`config.mk`:
```
export PLATFORM = sky130hd
export DESIGN_NAME = video_pattern_gen
export DESIGN_NICKNAME = d
export VERILOG_FILES = /design/src/rtl/video_timing_pkg.sv /design/src/rtl/video_timing_core.sv /design/src/rtl/video_pattern_gen.sv
export SDC_FILE = /design/constraint.sdc
export NUM_CORES = 1
export LEC_CHECK = 0
export CAP_MARGIN = 5
export CORE_ASPECT_RATIO = 2
export CORE_UTILIZATION = 45
export DETAILED_ROUTE_END_ITERATION = 12
export GPL_TIMING_DRIVEN = 0
export MAX_ROUTING_LAYER = met4
export PLACE_DENSITY = 0.75
export SKIP_LAST_GASP = 1
export SLEW_MARGIN = 20
export SYNTH_ARGS = -nofsm -noshare
export SYNTH_HDL_FRONTEND = slang
export SYNTH_SLANG_ARGS = --single-unit
```
`constraint.sdc`:
```
create_clock -name clk -period 2.5 [get_ports clk]
set_input_delay 0.5 -clock clk [delete_from_list [all_inputs] [get_ports clk]]
set_output_delay 0.5 -clock clk [all_outputs]
set_load 0.05 [all_outputs]
```
`src/rtl/video_timing_pkg.sv`:
```
// Shared definitions for the test-pattern video source: pattern codes,
// colour-bar palette and the line/frame total helper.
package video_timing_pkg;

    typedef enum logic [1:0] {
        PAT_SOLID = 2'd0,
        PAT_BARS  = 2'd1,
        PAT_GRAD  = 2'd2,
        PAT_RAMP  = 2'd3
    } pattern_e;

    localparam logic [23:0] COL_WHITE   = 24'hFFFFFF;
    localparam logic [23:0] COL_YELLOW  = 24'hFFFF00;
    localparam logic [23:0] COL_CYAN    = 24'h00FFFF;
    localparam logic [23:0] COL_GREEN   = 24'h00FF00;
    localparam logic [23:0] COL_MAGENTA = 24'hFF00FF;
    localparam logic [23:0] COL_RED     = 24'hFF0000;
    localparam logic [23:0] COL_BLUE    = 24'h0000FF;
    localparam logic [23:0] COL_BLACK   = 24'h000000;

    function automatic int timing_total(input int active, input int fp,
                                        input int sync, input int bp);
        return active + fp + sync + bp;
    endfunction

    function automatic logic [23:0] bar_colour(input logic [2:0] idx);
        case (idx)
            3'd0:    return COL_WHITE;
            3'd1:    return COL_YELLOW;
            3'd2:    return COL_CYAN;
            3'd3:    return COL_GREEN;
            3'd4:    return COL_MAGENTA;
            3'd5:    return COL_RED;
            3'd6:    return COL_BLUE;
            default: return COL_BLACK;
        endcase
    endfunction

endpackage

```
`src/rtl/video_timing_core.sv`:
```
// Horizontal/vertical raster counters with active, sync and frame-wrap decode.
// Decode is combinational from the counter registers; the top registers it.
module video_timing_core
    import video_timing_pkg::*;
#(
    parameter int H_ACTIVE = 64,
    parameter int H_FP     = 4,
    parameter int H_SYNC   = 8,
    parameter int H_BP     = 4,
    parameter int V_ACTIVE = 48,
    parameter int V_FP     = 2,
    parameter int V_SYNC   = 2,
    parameter int V_BP     = 2,
    localparam int H_TOTAL = timing_total(H_ACTIVE, H_FP, H_SYNC, H_BP),
    localparam int V_TOTAL = timing_total(V_ACTIVE, V_FP, V_SYNC, V_BP),
    localparam int H_W     = $clog2(H_TOTAL),
    localparam int V_W     = $clog2(V_TOTAL)
) (
    input  logic           clk,
    input  logic           rst,
    input  logic           en,
    output logic [H_W-1:0] h_cnt,
    output logic [V_W-1:0] v_cnt,
    output logic           active,
    output logic           hs_active,
    output logic           vs_active,
    output logic           at_origin,
    output logic           frame_wrap
);

    logic [H_W-1:0] h_cnt_reg;
    logic [V_W-1:0] v_cnt_reg;
    int             h_pos;
    int             v_pos;
    logic           h_last;
    logic           v_last;

    assign h_pos  = int'(h_cnt_reg);
    assign v_pos  = int'(v_cnt_reg);
    assign h_last = (h_pos == H_TOTAL - 1);
    assign v_last = (v_pos == V_TOTAL - 1);

    // Dropping en aborts the frame outright; the next run always starts at (0,0).
    always_ff @(posedge clk) begin
        if (rst || !en) begin
            h_cnt_reg <= '0;
            v_cnt_reg <= '0;
        end else if (h_last) begin
            h_cnt_reg <= '0;
            v_cnt_reg <= v_last ? '0 : v_cnt_reg + V_W'(1);
        end else begin
            h_cnt_reg <= h_cnt_reg + H_W'(1);
        end
    end

    assign h_cnt      = h_cnt_reg;
    assign v_cnt      = v_cnt_reg;
    assign active     = (h_pos < H_ACTIVE) && (v_pos < V_ACTIVE);
    assign hs_active  = (h_pos >= H_ACTIVE + H_FP) && (h_pos < H_ACTIVE + H_FP + H_SYNC);
    assign vs_active  = (v_pos >= V_ACTIVE + V_FP) && (v_pos < V_ACTIVE + V_FP + V_SYNC);
    assign at_origin  = (h_cnt_reg == '0) && (v_cnt_reg == '0);
    assign frame_wrap = h_last && v_last;

endmodule

```
`src/rtl/video_pattern_gen.sv`:
```
// Parameterised video source: raster timing plus a selectable test pattern,
// with every output registered one cycle after the counter state.
module video_pattern_gen
    import video_timing_pkg::*;
#(
    parameter int H_ACTIVE = 64,
    parameter int H_FP     = 4,
    parameter int H_SYNC   = 8,
    parameter int H_BP     = 4,
    parameter int V_ACTIVE = 48,
    parameter int V_FP     = 2,
    parameter int V_SYNC   = 2,
    parameter int V_BP     = 2,
    parameter int HS_POL   = 1,
    parameter int VS_POL   = 1
) (
    input  logic        clk,
    input  logic        rst,
    input  logic        en,
    input  logic [1:0]  pattern_sel,
    input  logic [23:0] solid_rgb,
    output logic        de,
    output logic        hsync,
    output logic        vsync,
    output logic [23:0] pixel,
    output logic        frame_start
);

    localparam int   H_TOTAL = timing_total(H_ACTIVE, H_FP, H_SYNC, H_BP);
    localparam int   V_TOTAL = timing_total(V_ACTIVE, V_FP, V_SYNC, V_BP);
    localparam int   H_W     = $clog2(H_TOTAL);
    localparam int   V_W     = $clog2(V_TOTAL);
    localparam logic HS_ON   = 1'(HS_POL);
    localparam logic VS_ON   = 1'(VS_POL);

    logic [H_W-1:0] h_cnt;
    logic [V_W-1:0] v_cnt;
    logic           active;
    logic           hs_active;
    logic           vs_active;
    logic           at_origin;
    logic           frame_wrap;

    video_timing_core #(
        .H_ACTIVE(H_ACTIVE), .H_FP(H_FP), .H_SYNC(H_SYNC), .H_BP(H_BP),
        .V_ACTIVE(V_ACTIVE), .V_FP(V_FP), .V_SYNC(V_SYNC), .V_BP(V_BP)
    ) u_core (
        .clk        (clk),
        .rst        (rst),
        .en         (en),
        .h_cnt      (h_cnt),
        .v_cnt      (v_cnt),
        .active     (active),
        .hs_active  (hs_active),
        .vs_active  (vs_active),
        .at_origin  (at_origin),
        .frame_wrap (frame_wrap)
    );

    logic [7:0]  fcnt_reg;
    pattern_e    pattern_reg;
    logic [23:0] solid_reg;
    pattern_e    pattern_cur;
    logic [23:0] solid_cur;

    // Selection is captured at (0,0); that same pixel already uses the live inputs.
    assign pattern_cur = at_origin ? pattern_e'(pattern_sel) : pattern_reg;
    assign solid_cur   = at_origin ? solid_rgb : solid_reg;

    always_ff @(posedge clk) begin
        if (rst) begin
            fcnt_reg    <= '0;
            pattern_reg <= PAT_SOLID;
            solid_reg   <= '0;
        end else if (en) begin
            if (frame_wrap)
                fcnt_reg <= fcnt_reg + 8'd1;
            if (at_origin) begin
                pattern_reg <= pattern_e'(pattern_sel);
                solid_reg   <= solid_rgb;
            end
        end
    end

    logic [7:0] x8;
    logic [7:0] y8;

    generate
        if (H_W >= 8) begin : g_x_trunc
            assign x8 = h_cnt[7:0];
        end else begin : g_x_ext
            assign x8 = {{(8-H_W){1'b0}}, h_cnt};
        end
        if (V_W >= 8) begin : g_y_trunc
            assign y8 = v_cnt[7:0];
        end else begin : g_y_ext
            assign y8 = {{(8-V_W){1'b0}}, v_cnt};
        end
    endgenerate

    // Bar g starts at the first x with x*8 >= g*H_ACTIVE, i.e. ceil(g*H_ACTIVE/8).
    int         h_pos;
    logic [7:1] bar_ge;
    logic [2:0] bar_idx;

    assign h_pos = int'(h_cnt);

    generate
        for (genvar gi = 1; gi < 8; gi++) begin : g_bar_thr
            localparam int THR = (gi * H_ACTIVE + 7) / 8;
            assign bar_ge[gi] = (h_pos >= THR);
        end
    endgenerate

    always_comb begin
        bar_idx = 3'd0;
        for (int i = 1; i < 8; i++) begin
            if (bar_ge[i])
                bar_idx = 3'(i);
        end
    end

    logic [23:0] pixel_next;

    always_comb begin
        pixel_next = '0;
        case (pattern_cur)
            PAT_SOLID: pixel_next = solid_cur;
            PAT_BARS:  pixel_next = bar_colour(bar_idx);
            PAT_GRAD:  pixel_next = {x8, y8, x8 ^ y8};
            PAT_RAMP:  pixel_next = {x8 + fcnt_reg, y8 + fcnt_reg, fcnt_reg};
            default:   pixel_next = '0;
        endcase
    end

    logic        de_reg;
    logic        hsync_reg;
    logic        vsync_reg;
    logic [23:0] pixel_reg;
    logic        frame_start_reg;

    always_ff @(posedge clk) begin
        if (rst || !en) begin
            de_reg          <= 1'b0;
            hsync_reg       <= ~HS_ON;
            vsync_reg       <= ~VS_ON;
            pixel_reg       <= '0;
            frame_start_reg <= 1'b0;
        end else begin
            de_reg          <= active;
            hsync_reg       <= hs_active ? HS_ON : ~HS_ON;
            vsync_reg       <= vs_active ? VS_ON : ~VS_ON;
            pixel_reg       <= active ? pixel_next : 24'h0;
            frame_start_reg <= at_origin;
        end
    end

    assign de          = de_reg;
    assign hsync       = hsync_reg;
    assign vsync       = vsync_reg;
    assign pixel       = pixel_reg;
    assign frame_start = frame_start_reg;

endmodule
```
==> impl_metrics.ini, run 1 <==
[worst_setup_path]
required_ns = 2.74
r2r-end = pixel[21]$_SDFF_PP0_
cp-start-kind = register
r2r_setup_slack_ns = 0.02
rr_startpoint = u_core.v_cnt[1]$_SDFFE_PP0N_
crit_type = register to register
cp_max_fo = 4
worstPathArrival_ns = 2.72
end_kind = register
rr_worst_depth = 9

[place]
numPortBuffers = 55
place_ws_ns = -0.8108
gp_congestion = 0.9449
post-dp-hpwl_mm = 9.748

[drt]
drc = 0
dr_total_vias = 4249
viasPerCell = 6.053
dr.pass1.iters = 5
drt_wl_total_mm = 13.45
antenna_left = 0
drt_iter0_markers = 254
wl_per_cell_um = 19.16

[yosys]
synth_compound_area_share_pct = 16.27
synth_top_area_share_pct = 36.17
syn-num-nets = 564
synthXorXnorAreaFrac_pct = 5.907
synth-async-reset-ratio_pct = 0
synthAdderAreaFrac_pct = 6.691
synth_area_leaders = dfxtp_1 36%, nand2_1 9.5%, ha_1 5.7%
synth_flop_cell = dfxtp_1
yosys.area.top_type = dfxtp_1
avgSynthCellArea_sq_um = 8.077
yosysWarnings = 0
synth.ff_latch_count = 75
synth-simple-area-share_pct = 23.27
synth_most_common_cell = nand2_1
synth-edff-count = 0
syn_inst = 514
synth_top_family_by_area = simple AND/OR/NAND/NOR gates
synth-seq-area-share_pct = 36.17
synthTopCellsByCount = 105 x nand2_1, 75 x dfxtp_1, 34 x a21oi_1, 34 x nor2_1, 30 x o21ai_0
synth_area_sq_mm = 0.004151
synth.area.mux_share_pct = 6.420
synth_cell_type_count = 53

[pwr]
p_leak_nw = 2.169
power.density_mw_per_mm2 = 578.8
peakVddDrop_uv = 374.0

[cts]
clk-insertion-delay-late_ns = 0.34
cts_tree = done
clk_pin_slew_worst_paths_ns = 0.06
clockBufferDepth = 2
cts_buffers = 9
htree_levels = 3
cts_hold_buf = 0
clock-sinks = 75
root_buffer = clkbuf_16

[finish]
antenna_cells = 0
syn_to_final_growth_pct = 32.40
multiInputGateArea_sq_mm = 0.002597
finalNetCount = 645
drive_gt1_share_pct = 17.00
fillers = 763
area.sequential_sq_mm = 0.001518

[floorplanning]
die-area_sq_mm = 0.009637
rows = 49
io_pins = 57
die_x_um = 69.92
fp.coreArea_sq_mm = 0.008951
die_h_um = 137.8
start_util_pct = 46.38

[global_route]
grt_pass1_wl_mm = 20.38
grt_pass1_vias = 4184
overflow = 0
grtUsageMet3_pct = 5.048
met1_usage_pct = 26.35
grt_use_total_pct = 28.46
antenna_found_initial = 0
grtUsageMet2_pct = 51.82
grt_max_degree = 14
busiest_layer = met2

[sta]
slew_viol_final = 0
finalCritPeriodShare_pct = 99.20
max_freq_mhz = 403.2
relSlewSlack_pct = 58.37
hold_viol = 0
setup_viol = 0
worst_slew_pin_slew_ns = 0.6192
clock_skew_ns = 0.006581
min_period_ns = 2.480
setup-tns-final_ns = 0
setup_slack_ns = 0.01998
rsz0062_at_grt = yes

[worst_hold_path]
hold_path_end = solid_reg[6]$_SDFFE_PP0P_
min_from = solid_reg[6]$_SDFFE_PP0P_
hp-class = register to register
holdPathStages = 2

[outcome]
outcome = finished, final reports clean

[run]
max_cap_violations = 0
cells by family after synthesis:
family / count (synthesis)
AOI/OAI and AO/OA: 108
xor gates and xnor gates: 28
adders and majority gates: 21
buffers and inverters: 50
DFF: 75
muxes: 24
and+or+nand+nor: 208
metrics by stage:
stage                     area [sq um]  hold slack [ns]  std cells  util (%)  power [mW]
after floorplan                   4153           0.4338        514         -       1.626
after global placement            4831           0.4418        671     53.97       1.813
after detailed placement          4831           0.4484        671     53.97       1.821
after CTS                         5383           0.4568        695     60.13       3.145
after global routing              5497           0.4777        702     61.41       3.268
final                             5497           0.4544        702     61.41       3.181
worst max path at each step:
stage	start	end	slack, ns
3_3_place_gp	en	pixel[4]$_SDFF_PP0_	-0.82
2_1_floorplan	u_core.v_cnt[1]$_SDFFE_PP0N_	pixel[14]$_SDFF_PP0_	0.03
4_1_cts	u_core.v_cnt[1]$_SDFFE_PP0N_	pixel[23]$_SDFF_PP0_	-0.02
5_1_grt	u_core.v_cnt[1]$_SDFFE_PP0N_	pixel[21]$_SDFF_PP0_	-0.03
6_report	u_core.v_cnt[1]$_SDFFE_PP0N_	pixel[21]$_SDFF_PP0_	0.02
3_5_place_dp	en	pixel[4]$_SDFF_PP0_	-0.81
power breakdown:
part | leakage [nW] | total [mW] | switching (mW) | internal, mW
Clock | 0.135 | 1.29 | 0.522 | 0.773
Combinational | 1.42 | 0.605 | 0.359 | 0.246
Sequential | 0.617 | 1.28 | 0.0326 | 1.25
Total | 2.17 | 3.18 | 0.914 | 2.27
routing by layer:
metal / part of all wire (%) / routed length [um]
met1: 36 / 4867
met2: 52 / 7026
met3: 5.3 / 708
met4: 6.3 / 850
met5: 0 / 0
final cells by class:
type / count / share of cell area [%]
inverters: 19 / 1.343
clock buffers: 10 / 4.166
multi-input cells: 389 / 47.26
repair buffers: 76 / 12.95
flip-flops and latches: 75 / 27.61
well taps: 102 / 2.322
plain buffers: 25 / 3.141
clock inverters: 6 / 1.206
worst max-delay path: stages (launching register included):
cell and delay (ns):
dfxtp_4 0.35, inv_4 0.06, ha_4 0.11, or4b_4 0.47, or3_4 0.43, buf_8 0.15, mux2i_4 0.18, buf_6 0.12
buf_4 0.14, a2111oi_4 0.36
what timing repair did:
action                     CTS  global route
gates resized for setup     50            16
pin swaps                   10             4
cloned                       1             0
setup endpoints to repair   52            42
buffers inserted            11            10
layout by cell type (no fill, tap or decap), types with 3 or more instances in the layout:
| cell type | synthesis | routed |
|---|---|---|
| clkbuf_16 | 0 | 9 |
| mux2_2 | 4 | 4 |
| a211oi_2 | 1 | 6 |
| a21oi_1 | 34 | 34 |
| dfxtp_2 | 0 | 4 |
| a221oi_1 | 6 | 4 |
| clkdlybuf4s50_1 | 0 | 55 |
| nand4_1 | 4 | 4 |
| and3_1 | 17 | 17 |
| o211ai_1 | 3 | 3 |
| clkbuf_1 | 19 | 10 |
| clkbuf_4 | 0 | 4 |
| o21ai_0 | 30 | 27 |
| buf_4 | 2 | 21 |
| dfxtp_4 | 0 | 3 |
| mux2i_4 | 1 | 3 |
| a211oi_1 | 17 | 12 |
| dfxtp_1 | 75 | 68 |
| nor2_1 | 34 | 34 |
| ha_1 | 19 | 18 |
| inv_1 | 19 | 16 |
| xnor2_1 | 13 | 13 |
| o21bai_1 | 4 | 4 |
| nand2_1 | 105 | 105 |
| nor4_2 | 0 | 5 |
| mux2i_1 | 17 | 15 |
| clkinvlp_4 | 0 | 3 |
| clkbuf_2 | 0 | 3 |
| nor2b_1 | 7 | 7 |
| buf_6 | 2 | 4 |
| xor2_1 | 15 | 15 |
| nand3_1 | 13 | 13 |
No activity file was read; power rests on OpenSTA's default activity.
==> inputs of run 2 (changes only) <==
--- a/config.mk
+++ b/config.mk
@@ -7,11 +7,12 @@
 export LEC_CHECK = 0
 export CAP_MARGIN = 5
 export CORE_ASPECT_RATIO = 2
-export CORE_UTILIZATION = 45
+export CORE_UTILIZATION = 50
 export DETAILED_ROUTE_END_ITERATION = 12
 export GPL_TIMING_DRIVEN = 0
 export MAX_ROUTING_LAYER = met4
-export PLACE_DENSITY = 0.75
+export PLACE_DENSITY = 0.82
+export RECOVER_POWER = 50
 export SKIP_LAST_GASP = 1
 export SLEW_MARGIN = 20
 export SYNTH_ARGS = -nofsm -noshare
==> run 2 against run 1 <==
Worst hold slack is essentially flat. Flip-flop and latch count is the same. The run now ends with setup timing left. Non-clock buffer count grew 2. Count of clock-buffer cells in the layout grew 2.
==> impl_metrics.ini, run 2 (synthesis gave the netlist of run 1 again) <==
[worst_setup_path]
cp_num_cells = 7
startpoint = u_core.v_cnt[2]$_SDFFE_PP0N_
worstPathArrival_ns = 2.81
slowest_delay_ns = 0.53
path_cells = buf_6, or4_4, or3_4, buf_8, mux2i_4, o2111ai_2, a221oi_2
end_kind = register
cp_max_fo = 8
rr_startpoint = u_core.v_cnt[2]$_SDFFE_PP0N_
slowest_stage = or4_4
rr_worst_depth = 7
required_ns = 2.75
r2r_setup_slack_ns = -0.06
crit_buf_inv = 2
crit_type = register to register
crit_family = simple AND/OR/NAND/NOR gates
cp-start-kind = register

[place]
numPortBuffers = 55
place_ws_ns = -0.7356
gp_congestion = 0.9614
post-dp-hpwl_mm = 9.562
place_area_sq_mm = 0.004823
placed_cells = 665

[floorplanning]
die-area_sq_mm = 0.008693
die_x_um = 66.43
die_h_um = 130.9
rows = 46
io_pins = 57
fp.coreArea_sq_mm = 0.008000
start_util_pct = 51.89

[sta]
slew_viol_final = 0
min_period_ns = 2.562
setup_slack_ns = -0.06215
setup-tns-final_ns = -0.1006
worst_slew_pin_slew_ns = 0.7673
whs_ns = 0.4548
setup_viol = 3
max_freq_mhz = 390.3
clock_skew_ns = 0.004736
relSlewSlack_pct = 48.37
hold_viol = 0
finalCritPeriodShare_pct = 102.5
rsz0062_at_grt = yes

[drt]
viasPerCell = 6.034
drc = 0
wl_per_cell_um = 19.24
dr_total_vias = 4212
drt_wl_total_mm = 13.43
dr.pass1.iters = 6
antenna_left = 0
drt_iter0_markers = 260

[pwr]
peakVddDrop_uv = 342.1
p_leak_nw = 2.244
power.total_mw = 3.211
power.density_mw_per_mm2 = 583.0

[worst_hold_path]
min_from = solid_reg[15]$_SDFFE_PP0P_
holdPathStages = 2
hp-class = register to register

[finish]
layout_commonest_cell = nand2_1
syn_to_final_growth_pct = 32.67
drive_gt1_share_pct = 17.77
finalNetCount = 647
final_util_pct = 68.85
fin_cells = 698
antenna_cells = 0
layout_common_cells = 105 x nand2_1, 68 x dfxtp_1, 35 x clkdlybuf4s50_1
final_cell_area_sq_mm = 0.005508

[global_route]
grt_max_degree = 13
grt_pass1_wl_mm = 20.48
overflow = 0
antenna_found_initial = 0
grt_use_total_pct = 32.95
grt_pass1_vias = 4293

[cts]
clock-sinks = 75
htree_levels = 3
clockBufferDepth = 2
clk_pin_slew_worst_paths_ns = 0.06
clk-insertion-delay-late_ns = 0.34
cts_buffers = 9
root_buffer = clkbuf_16
cts_tree = done

[run]
max_cap_violations = 0

[outcome]
outcome = complete, but fails checks
violations = setup timing
==> run 2: cell types whose count changed in the layout (fill, tap and decap cells not counted), sizes merged <==
cell           before  now
clkdlybuf4s50      55   35
buf                28   34
dlygate4sd3         0   20
clkinvlp            3    1
clkbuf             28   26
==> run 2: power by group <==
part           total, mW  leakage [nW]  internal [mW]  switching [mW]
Sequential          1.28         0.617           1.25          0.0312
Combinational      0.584          1.47          0.227           0.356
Clock               1.35         0.155          0.850           0.497
==> run 2: final timing paths <==
| check | to |
|---|---|
| worst max-delay path | pixel[20]$_SDFF_PP0_ |
| worst min register to register | solid_reg[15]$_SDFFE_PP0P_ |
| worst max register to register | pixel[20]$_SDFF_PP0_ |
| worst min-delay path | solid_reg[15]$_SDFFE_PP0P_ |
==> run 2: worst reg2reg max path, stage by stage, from the launching register on <==
cell and delay, ns:
dfxtp_2 0.33, buf_6 0.14, or4_4 0.54, or3_4 0.45
buf_8 0.15, mux2i_4 0.38, o2111ai_2 0.19, a221oi_2 0.30
==> run 2: metal layers <==
metal  vias up  wire length (um)  GRT usage [%]
li1       1956                 -              -
met1      1984              4504          29.60
met2       200              7297          59.96
met3        72               701          5.295
met4         0               923          24.28
met5         -                 0              -
==> run 2: what timing repair did <==
| action | 4_1_cts | 5_1_grt |
|---|---|---|
| resized for setup | 40 | 27 |
| setup buffers | 11 | 11 |
| endpoints found under the setup margin | 45 | 50 |
| hold buffers | 0 | 0 |
| pin swaps | 5 | 8 |
==> run 2: cell type report <==
type / count / area [sq um]
Clock buffer: 12 / 266.5
Fill cell: 621 / 2492
Buffer: 27 / 175.2
Timing Repair Buffer: 76 / 708.2
Multi-Input combinational cell: 389 / 2596
Tap cell: 96 / 120.1
Sequential cell: 75 / 1518
Inverter: 19 / 76.32
Clock inverter: 4 / 47.55
